### src/rtl/uart_tx_sched.sv
// uart_tx_sched: round-robin scheduler sharing one UART TX byte transmitter among N requesters.
// Optional UART_TX_CHID_EN: each payload is preceded by the header byte 8'hA0 | grant_id.
module uart_tx_sched #(
  parameter int N            = 2,
  parameter int LOAD_TIMEOUT = 16
) (
  input  logic           sys_clk,
  input  logic           rst_n,
  input  logic [N-1:0]   req,
  input  logic [8*N-1:0] req_data,
  output logic [N-1:0]   ack,
  input  logic           busy_flag,
  output logic           tx_en,
  output logic [7:0]     data_in,
  output logic [1:0]     grant_id,
  output logic           active,
  output logic           err
);

  typedef enum logic [2:0] {
    S_IDLE,
    S_LOAD,
    S_WAIT
`ifdef UART_TX_CHID_EN
    , S_HDR_LOAD,
    S_HDR_WAIT
`endif
  } state_e;

  localparam logic [7:0] TO_LAST = 8'(LOAD_TIMEOUT - 1);

  state_e            state_q, state_d;
  logic [1:0]        last_q, last_d;
  logic [7:0]        pay_q, pay_d;
  logic [7:0]        cnt_q, cnt_d;
  logic              tx_en_q, tx_en_d;
  logic [7:0]        data_q, data_d;
  logic [1:0]        gid_q, gid_d;
  logic [N-1:0]      ack_q, ack_d;
  logic              err_q, err_d;
  logic              active_q, active_d;

  logic [N-1:0][7:0] req_byte;
  logic              win_vld;
  logic [1:0]        win_idx;
  logic [7:0]        win_byte;
  logic [N-1:0]      win_ack;

  for (genvar i = 0; i < N; i++) begin : g_unpack
    assign req_byte[i] = req_data[8*i +: 8];
  end

  // Scan from farthest to nearest so the requester right after `last` wins.
  always_comb begin
    win_vld  = 1'b0;
    win_idx  = '0;
    for (int k = N; k >= 1; k--) begin
      for (int i = 0; i < N; i++) begin
        if (req[i] && (((int'(last_q) + k) % N) == i)) begin
          win_vld = 1'b1;
          win_idx = 2'(i);
        end
      end
    end
    win_byte = '0;
    win_ack  = '0;
    for (int i = 0; i < N; i++) begin
      if (win_idx == 2'(i)) begin
        win_byte   = req_byte[i];
        win_ack[i] = 1'b1;
      end
    end
  end

  always_comb begin
    state_d = state_q;
    last_d  = last_q;
    pay_d   = pay_q;
    cnt_d   = cnt_q;
    tx_en_d = tx_en_q;
    data_d  = data_q;
    gid_d   = gid_q;
    ack_d   = '0;
    err_d   = 1'b0;
    case (state_q)
      S_IDLE: begin
        if (win_vld && !busy_flag) begin
          last_d  = win_idx;
          gid_d   = win_idx;
          pay_d   = win_byte;
          ack_d   = win_ack;
          tx_en_d = 1'b1;
          cnt_d   = '0;
`ifdef UART_TX_CHID_EN
          state_d = S_HDR_LOAD;
          data_d  = 8'hA0 | {6'b0, win_idx};
`else
          state_d = S_LOAD;
          data_d  = win_byte;
`endif
        end
      end
`ifdef UART_TX_CHID_EN
      S_HDR_LOAD: begin
        if (busy_flag) begin
          tx_en_d = 1'b0;
          state_d = S_HDR_WAIT;
        end else if (cnt_q == TO_LAST) begin
          // Header lost: the payload is dropped with it under a single err pulse.
          tx_en_d = 1'b0;
          err_d   = 1'b1;
          state_d = S_IDLE;
        end else begin
          cnt_d = cnt_q + 8'd1;
        end
      end
      S_HDR_WAIT: begin
        if (!busy_flag) begin
          tx_en_d = 1'b1;
          data_d  = pay_q;
          cnt_d   = '0;
          state_d = S_LOAD;
        end
      end
`endif
      S_LOAD: begin
        data_d = pay_q;
        if (busy_flag) begin
          tx_en_d = 1'b0;
          state_d = S_WAIT;
        end else if (cnt_q == TO_LAST) begin
          tx_en_d = 1'b0;
          err_d   = 1'b1;
          state_d = S_IDLE;
        end else begin
          cnt_d = cnt_q + 8'd1;
        end
      end
      S_WAIT: begin
        if (!busy_flag) state_d = S_IDLE;
      end
      default: state_d = S_IDLE;
    endcase
    active_d = (state_d != S_IDLE);
  end

  always_ff @(posedge sys_clk or negedge rst_n) begin
    if (!rst_n) begin
      state_q  <= S_IDLE;
      last_q   <= 2'(N - 1);
      pay_q    <= '0;
      cnt_q    <= '0;
      tx_en_q  <= 1'b0;
      data_q   <= '0;
      gid_q    <= '0;
      ack_q    <= '0;
      err_q    <= 1'b0;
      active_q <= 1'b0;
    end else begin
      state_q  <= state_d;
      last_q   <= last_d;
      pay_q    <= pay_d;
      cnt_q    <= cnt_d;
      tx_en_q  <= tx_en_d;
      data_q   <= data_d;
      gid_q    <= gid_d;
      ack_q    <= ack_d;
      err_q    <= err_d;
      active_q <= active_d;
    end
  end

  assign ack      = ack_q;
  assign tx_en    = tx_en_q;
  assign data_in  = data_q;
  assign grant_id = gid_q;
  assign active   = active_q;
  assign err      = err_q;

endmodule

### config.mk
export PLATFORM = sky130hd
export DESIGN_NAME = uart_tx_sched
export DESIGN_NICKNAME = d
export VERILOG_FILES = /design/src/rtl/uart_tx_sched.sv
export SDC_FILE = /design/constraint.sdc
export NUM_CORES = 1
export LEC_CHECK = 0
export CORE_ASPECT_RATIO = 0.7
export CORE_MARGIN = 2
export CORE_UTILIZATION = 45
export CTS_BUF_LIST = sky130_fd_sc_hd__clkbuf_8 sky130_fd_sc_hd__clkbuf_16
export CTS_CLUSTER_DIAMETER = 50
export DETAILED_ROUTE_END_ITERATION = 8
export PLACE_DENSITY = 0.86
export REMOVE_ABC_BUFFERS = 1
export SLEW_MARGIN = 5
export SYNTH_ARGS = -nofsm -noshare
export SYNTH_HDL_FRONTEND = slang
export SYNTH_SLANG_ARGS = --single-unit
### constraint.sdc
create_clock -name sys_clk -period 2.1 [get_ports sys_clk]
set_input_delay 0.42 -clock sys_clk [delete_from_list [all_inputs] [get_ports sys_clk]]
set_output_delay 0.42 -clock sys_clk [all_outputs]
set_load 0.01 [all_outputs]
==> results.yml, run 1 <==
floorplanning:
  core_area_um2: 3150
  initial_core_util: 0.473
  num_io_pins: 36
  num_rows: 17
  dieArea_um2: 3800
  die_w_um: 72.8
  die_h_um: 52.1
grt:
  grt_antenna_before_repair: 0
  grt_overflow_total: 0
  grtUsageTotal: 0.197
  grt_max_degree: 35
  grt_pass1_wl_um: 5460
  grt_pass1_vias: 1148
power_and_ir_drop:
  swShare: 0.261
  p_int_mw: 1.23
  pwr-share-seq: 0.495
  peakVddDrop_v: 0.000374
  p_per_area_nw_per_um2: 835
  p_comb_frac: 0.213
  p_switching_mw: 0.436
  p_leak_nw: 0.992
  clockPowerShare: 0.292
synthesis:
  synthArstFlopShare: 1.00
  yosysSeqAreaShare: 0.572
  syn_area_per_cell_um2: 11.7
  yosysTopAreaCellShare: 0.554
  synth_edf_count: 0
  synth_cells: 127
  ys_warn_count: 0
  synth_seq_cells: 34
  synth.distinct_cells: 35
  synth_area_leaders: "dfrtp_1 55%, mux2i_1 8.7%, a221o_1 5.4%"
  synth_area_leader_cell: "dfrtp_1"
  yosys_most_used_dff: "dfrtp_1"
  synth_area_um2: 1490
critical_path:
  cp_slowest_cell: "clkdlybuf4s50_1"
  end_kind: "register"
  path_class: "in -> reg"
  path_cells: "clkdlybuf4s50_1, o21bai_1, or4_1, buf_4, nor2_1, a221o_1"
  setup.worst_path.start_class: "input port"
  cp.arrival_ps: 2090
  required_ps: 2320
  cpPeakStageDelay_ps: 460
  worst-path-max-fanout: 21
detailed_routing:
  vias: 1146
  drt-total-wl_um: 3340
  first_pass_iters: 4
  postRouteAntennaNets: 0
  drc: 0
  drt_iter0_drc: 72
  avgViaCountPerCell: 5.48
  routedWlPerCell_um: 16.0
cts:
  cts_made_buffers: 5
  hold_buffers: 0
  cts-resized-gates: 0
  clk_latency_ps: 290
  cts_root_buf: "clkbuf_8"
  post_cts_buffers: 0
  clk_pin_slew_ps: 70
  cts_sinks: 34
  cts_tree: "built"
  max-clock-path-buffers: 2
  htreeDepth: 2
timing:
  maxSlewHeadroom: 0.285
  fin_crit_sh: 0.893
  worst_pin_slew_ps: 1060
  slew_viol_final: 0
  layout_min_cycle_time_ps: 1880
  finalHoldViolCount: 0
  max_freq_mhz: 533
  fin_hold_ws_ps: 481
  setup_viol: 0
  rsz0062_at_grt: "no"
  finalClockSkew_ps: 6.86
run_status:
  status: "completed"
place:
  numPortBuffers: 34
  placed_cell_area_um2: 1910
  dp_hpwl_um: 2390
  gp_congestion: 0.793
finish:
  final_area_um2: 2000
  syn_to_final_growth_pct: 34.1
  fillers: 252
  diodes: 0
  drive_gt1_frac: 0.117
  nets: 192
flow_run:
  max_cap_viol_count: 0
worst_hold_path:
  hp-class: "reg -> reg"
-- flip-flops by register name, summed over array words and instances (netlist names), 2 cells and up --
| name | cells |
|---|---|
| cnt_q | 8 |
| state_q | 3 |
| ack | 2 |
| data_in | 8 |
| pay_q | 8 |
-- cell usage in the layout, fill, tap and decap left out, types with 2 or more instances in the layout --
master and count:
a221o_1 8, a21o_1 8, clkbuf_8 6, nand2_1 17, nand3_1 3, dfrtp_1 33, nor2_1 11, xnor2_1 2
conb_1 2, o21ai_1 2, buf_4 7, clkdlybuf4s50_1 34, and3_1 2, mux2i_1 13, inv_1 3
-- layout make-up --
type	instances	area [µm²]	area share
sequential	34	852	0.426
multi-input combinational	85	603	0.302
timing repair buffer	41	393	0.197
clock buffer	6	82.6	0.0413
tap	38	47.5	0.0238
inverter	3	11.3	0.00564
clock inverter	2	8.76	0.00438
-- critical path, delay by kind of cell --
| kind | cells | cell delay (ps) |
|---|---|---|
| AO/OA/AOI/OAI | 2 | 360 |
| AND/OR/NAND/NOR | 2 | 620 |
| buffers and inverters | 2 | 690 |
-- power by group through the flow --
stage	Combinational, mW	Clock (mW)	Sequential [mW]
2_1_floorplan	0.136	0	0.846
3_3_place_gp	0.346	0	0.828
3_5_place_dp	0.360	0	0.837
4_1_cts	0.362	0.500	0.825
5_1_grt	0.390	0.522	0.839
6_report	0.356	0.487	0.826
-- cells by family (layout without fill, tap and decap cells) --
| family | count (synthesis) | after routing | share of synthesized area |
|---|---|---|---|
| xor+xnor | 2 | 2 | 0.0118 |
| compound gates | 24 | 24 | 0.144 |
| other cells | 1 | 2 | 0.00252 |
| fa+ha+maj | 1 | 1 | 0.00839 |
| mux | 13 | 13 | 0.0873 |
| simple gates | 43 | 43 | 0.148 |
| flops | 34 | 34 | 0.572 |
| buf+inv | 9 | 52 | 0.0260 |
-- Yosys cell counts (2+ instances only) --
cell	count
inv_1	2
xnor2_1	2
clkbuf_1	3
nand3_1	3
nor2_1	11
and3_1	2
o21ai_1	2
mux2i_1	13
a221o_1	8
nand2_1	17
a21o_1	8
dfrtp_1	33
-- per-stage QoR --
step                utilization  TNS (ps)  power, mW  std cells  setup slack [ps]
global placement          0.606         0       1.17        201              39.0
finish                    0.635         0       1.67        209               224
CTS                       0.635         0       1.69        209               248
global route              0.635         0       1.75        209               155
floorplan                     -      -446      0.982        122             -55.8
detailed placement        0.606      -131       1.20        201             -54.5
-- worst paths after layout --
| check | startpoint | to | slack [ps] | cells after the start |
|---|---|---|---|---|
| worst max-delay path | busy_flag | data_in[6] | 220 | 6 |
| worst min-delay path | last_q[0] | last_q[0] | 480 | 2 |
| worst max register to register | state_q[2] | cnt_q[6] | 340 | 4 |
| min in group asynchronous | rst_n | cnt_q[0] | 540 | 2 |
| worst min register to register | last_q[0] | last_q[0] | 480 | 2 |
| max in group asynchronous | rst_n | last_q[0] | 1220 | 2 |
-- routing by layer --
layer	vias up	track usage	wire length, µm
li1	530	-	-
met1	568	0.259	1560
met2	43	0.315	1530
met3	5	0.0640	216
met4	0	0.0556	38
met5	-	0	0
Note: power is estimated with default switching activity, not from simulation.
==> run 2, diff against run 1 <==
CTS_CLUSTER_DIAMETER = unset   (was 50)
==> results of run 2 <==
Final layout, timing and power as in run 1 (identical DEF).
